--- config.mk ---
export PLATFORM = sky130hd
export DESIGN_NAME = pc_stack
export DESIGN_NICKNAME = d
export VERILOG_FILES = /design/src/rtl/pc_stack_pkg.sv /design/src/rtl/pc_stack_ret_stack.sv /design/src/rtl/pc_stack.sv
export SDC_FILE = /design/constraint.sdc
export NUM_CORES = 1
export LEC_CHECK = 0
export BUFFER_PORTS_ARGS = -buffer_cell sky130_fd_sc_hd__buf_2
export CORE_ASPECT_RATIO = 0.7
export CORE_UTILIZATION = 50
export CTS_CLUSTER_SIZE = 20
export DETAILED_ROUTE_END_ITERATION = 12
export PLACE_DENSITY = 0.66
export SLEW_MARGIN = 25
export SYNTH_ARGS = -nofsm -noshare
export SYNTH_HDL_FRONTEND = slang
export SYNTH_SLANG_ARGS = --single-unit
--- constraint.sdc ---
create_clock -name clk -period 10.8 [get_ports clk]
set_input_delay 1.62 -clock clk [delete_from_list [all_inputs] [get_ports clk]]
set_output_delay 1.62 -clock clk [all_outputs]
set_load 0.02 [all_outputs]
--- src/rtl/pc_stack_pkg.sv ---
// pc_stack_pkg: action encodings and the priority decoder shared by the PC/stack slice.
package pc_stack_pkg;

    typedef enum logic [2:0] {
        ACT_IDLE,
        ACT_LOAD,
        ACT_REL,
        ACT_CALL,
        ACT_RET,
        ACT_INC
    } action_t;

    function automatic action_t decode_action(
        input logic load,
        input logic rel,
        input logic call,
        input logic ret,
        input logic inc
    );
        return load ? ACT_LOAD :
               rel  ? ACT_REL  :
               call ? ACT_CALL :
               ret  ? ACT_RET  :
               inc  ? ACT_INC  : ACT_IDLE;
    endfunction

endpackage

--- src/rtl/pc_stack_ret_stack.sv ---
// ret_stack: LIFO of return addresses with combinational top-of-stack read.
module ret_stack #(
    parameter int WIDTH = 16,
    parameter int DEPTH = 8
) (
    input  logic                       clk,
    input  logic                       reset,
    input  logic                       push,
    input  logic                       pop,
    input  logic [WIDTH-1:0]           din,
    output logic [WIDTH-1:0]           top,
    output logic [$clog2(DEPTH+1)-1:0] count,
    output logic                       full,
    output logic                       empty
);
    localparam int CW = $clog2(DEPTH+1);
    localparam int IW = $clog2(DEPTH);

    logic [WIDTH-1:0] mem [DEPTH];

    assign full  = count == CW'(DEPTH);
    assign empty = count == '0;
    assign top   = mem[IW'(count - 1'b1)];

    always_ff @(posedge clk) begin
        if (!reset)
            count <= '0;
        else if (push && !full)
            count <= count + 1'b1;
        else if (pop && !empty)
            count <= count - 1'b1;
    end

    always_ff @(posedge clk) begin
        if (reset && push && !full)
            mem[IW'(count)] <= din;
    end

endmodule

--- src/rtl/pc_stack.sv ---
// pc_stack: program counter with relative branch and call/return through a hardware stack.
module pc_stack
    import pc_stack_pkg::*;
#(
    parameter int               WIDTH      = 16,
    parameter int               STEP       = 1,
    parameter int               DEPTH      = 8,
    parameter logic [WIDTH-1:0] RESET_ADDR = '0
) (
    input  logic                       clk,
    input  logic                       reset,
    input  logic [WIDTH-1:0]           in,
    input  logic [WIDTH-1:0]           offset,
    input  logic                       load,
    input  logic                       rel,
    input  logic                       call,
    input  logic                       ret,
    input  logic                       inc,
    output logic [WIDTH-1:0]           out,
    output logic [$clog2(DEPTH+1)-1:0] sp,
    output logic                       full,
    output logic                       empty,
    output logic                       overflow,
    output logic                       underflow
);
    action_t          act;
    logic [WIDTH-1:0] next_pc;
    logic [WIDTH-1:0] step_pc;
    logic [WIDTH-1:0] top;
    logic             push;
    logic             pop;

    assign act     = decode_action(load, rel, call, ret, inc);
    assign step_pc = out + WIDTH'(STEP);
    assign push    = act == ACT_CALL && !full;
    assign pop     = act == ACT_RET && !empty;

    always_comb begin
        next_pc = (act == ACT_LOAD || act == ACT_CALL) ? in :
                  act == ACT_REL ? out + offset :
                  act == ACT_RET ? (empty ? out : top) :
                  act == ACT_INC ? step_pc : out;
    end

    always_ff @(posedge clk) begin
        if (!reset) begin
            out       <= RESET_ADDR;
            overflow  <= 1'b0;
            underflow <= 1'b0;
        end else begin
            out <= next_pc;
            if (act == ACT_CALL && full)
                overflow <= 1'b1;
            if (act == ACT_RET && empty)
                underflow <= 1'b1;
        end
    end

    ret_stack #(
        .WIDTH(WIDTH),
        .DEPTH(DEPTH)
    ) u_ret_stack (
        .clk  (clk),
        .reset(reset),
        .push (push),
        .pop  (pop),
        .din  (step_pc),
        .top  (top),
        .count(sp),
        .full (full),
        .empty(empty)
    );

endmodule
==> flow_metrics.tcl <==
set metrics [dict create \
    status "completed" \
    cts_tree "done" \
    htreeDepth 4 \
    grt_max_degree 39 \
    tns_ps 0 \
    cp.required_ps 9180 \
    grt_pass1_wl_um 25600 \
    dp.cells 747 \
    slew_violations 0 \
    final_nets 634 \
    path_clk_slew_ps 60 \
    synth_warnings 0 \
    fin_crit_ps 3620 \
    finalSetupViolations 0 \
    top_layer_used "met4" \
    cts_max_path_buffers 2 \
    synth_nets 564 \
    finalInstanceArea_um2 8290 \
    wl_um 16900 \
    crit_end "empty" \
    total_power_uw 1460 \
    stdcell_count 779 \
    arrival_ps 2000 \
    die-height_um 102 \
    antenna_found_initial 0 \
    ant_nets 0 \
    cts_sinks 150 \
    relSlewSlack 0.405 \
    area_growth_syn_to_layout_pct 16.7 \
    post_cts_resized 0 \
    critPathLaunch "u_ret_stack.count[1]" \
    drc 0 \
    root_buffer "clkbuf_16" \
    finClkSkew_ps 9.75 \
    grt-ovfl-total 0 \
    end_kind "output pin" \
    yosysUniqueCellTypes 56 \
    maxCapViolations 0 \
    worst_slew_pin_slew_ps 892 \
    clock_latency_ps 410 \
    row_count 36 \
    period_share 0.335 \
    vdd_ir_drop_max_mv 0.113 \
    port-buffer-count 62 \
    total_leakage_power_uw 0.00303 \
    grt_pass1_vias 4438 \
    route.met2.wl_um 7540 \
    min_path_type "register to register" \
    setup_slack_ps 7180 \
    reg2reg_slack_ps 7540 \
    ys_async_sr_fraction 0 \
    die-area_um2 14700 \
    numCtsBuffers 17 \
    place_area_um2 7640 \
    rsz0062_at_grt "false" \
    vias 4684 \
    place.detailed.hpwl_um 11400 \
    diodes 0 \
    hold_viol_final 0 \
    initial_core_util 0.512 \
    wl_met3_um 880 \
    firstDrtPassIters 5 \
    drtIter0Drc 338 \
    netlist_instances 506 \
    path_class "register to output pin" \
    max_freq_ghz 0.276 \
    ys_ff_latch 150 \
    wl_met1_um 8210 \
    gp_congestion 0.871 \
    fp.coreArea_um2 13900 \
    yosysSeqAreaShare 0.603 \
    layout-drive-gt1-share 0.244 \
    p_per_area_nw_per_um2 176 \
    grt_use_total 0.246 \
    synth.avg_cell_area_um2 14.0 \
    wl_per_cell_um 21.6 \
    ys.flop_type "edfxtp_1" \
    r2r_start "u_ret_stack.count[1]" \
    r2r_cells 9 \
    post_cts_buffers 0 \
    rr_endpoint "out[15]" \
    critPathLaunchType "register" \
    critPathMaxFanout 8 \
    cts_hold_buf 0 \
    place_ws_ps 7000 \
    synth_area_um2 7100 \
    viasPerCell 6.01 \
    chipWidth_um 144 \
    synth_edf_count 128 \
    pin_count 63 \
]
[worst min-delay path by stage]
stage | endpoint | slack [ps] | cells after the start | start
final | underflow | 510 | 2 | underflow
after CTS | underflow | 510 | 2 | underflow
after detailed placement | underflow | 490 | 2 | underflow
after global placement | underflow | 470 | 2 | underflow
after floorplan | underflow | 580 | 2 | underflow
after global routing | underflow | 530 | 2 | underflow
[report_power, final]
part,total (uW),internal [uW],switching [uW],leakage [uW]
logic,178,70.2,108,0.00136
clock network,621,393,228,0.000323
registers,661,647,14.0,0.00135
total,1460,1110,350,0.00303
[worst max-delay path, cell delays in order (launching register included)]
cell	delay [ps]
dfxtp_1	400
inv_1	140
ha_2	270
nor3b_2	510
buf_2	270
[stage by stage]
step	hold WS (ps)	utilization
floorplan	577	-
global placement	475	0.551
detailed placement	488	0.551
CTS	515	0.597
global route	534	0.597
finish	515	0.597
[logic make-up after synthesis]
family,count (synthesis),synth area share
xor gates and xnor gates,31,0.0393
and+or+nand+nor,133,0.0904
adders and majority gates,19,0.0345
DFF,150,0.603
AOI/OAI and AO/OA,105,0.102
muxes,35,0.109
buffers and inverters,33,0.0218
[metal layers]
layer,GRT usage,vias up
li1,-,2138
met1,0.378,2369
met2,0.351,162
met3,0.0454,15
met4,0.0834,0
met5,0,-
[final cells by class]
| type | count | area (um2) |
|---|---|---|
| Inverter | 10 | 37.5 |
| Fill cell | 1110 | 5590 |
| Clock buffer | 24 | 568 |
| Multi-Input combinational cell | 323 | 2680 |
| Tap cell | 190 | 238 |
| Clock inverter | 8 | 75.1 |
| Sequential cell | 150 | 4290 |
| Timing Repair Buffer | 74 | 400 |
[placed cells by master (no fill, tap or decap), types with 8 or more instances in the layout]
cell type / netlist / routed
clkbuf_16: 0 / 22
nand2_1: 48 / 48
o221ai_1: 8 / 8
inv_1: 10 / 10
edfxtp_1: 128 / 128
buf_4: 4 / 12
a21oi_1: 22 / 22
nor2_1: 28 / 28
a211oi_1: 9 / 9
xnor2_1: 16 / 15
dfxtp_1: 22 / 21
xor2_1: 14 / 14
ha_1: 18 / 17
buf_2: 7 / 62
o21ai_0: 11 / 11
a21o_1: 8 / 8
o211ai_1: 9 / 9
nand3_1: 18 / 18
mux4_2: 26 / 26
[Yosys cell counts (6+ instances only)]
| library cell | instances | area [um2] |
|---|---|---|
| buf_2 | 7 | 35.0 |
| o211ai_1 | 9 | 67.6 |
| a21oi_1 | 22 | 110 |
| ha_1 | 18 | 225 |
| nor2_1 | 28 | 105 |
| inv_1 | 10 | 37.5 |
| dfxtp_1 | 22 | 440 |
| and2_1 | 6 | 37.5 |
| a211oi_1 | 9 | 67.6 |
| o21ai_0 | 11 | 55.1 |
| clkbuf_1 | 11 | 41.3 |
| mux4_1 | 6 | 158 |
| xor2_1 | 14 | 123 |
| xnor2_1 | 16 | 140 |
| o22ai_1 | 6 | 37.5 |
| a21o_1 | 8 | 60.1 |
| nand3_1 | 18 | 90.1 |
| o221ai_1 | 8 | 70.1 |
| edfxtp_1 | 128 | 3840 |
| mux4_2 | 26 | 586 |
| nor3_1 | 6 | 30.0 |
| nand2_1 | 48 | 180 |
[state kept, by name, summed over array words and instances (netlist names)]
signal / cells
u_ret_stack.mem: 128
out: 16
u_ret_stack.count: 4
overflow: 1
underflow: 1
No activity file was read; power rests on OpenSTA's default activity.
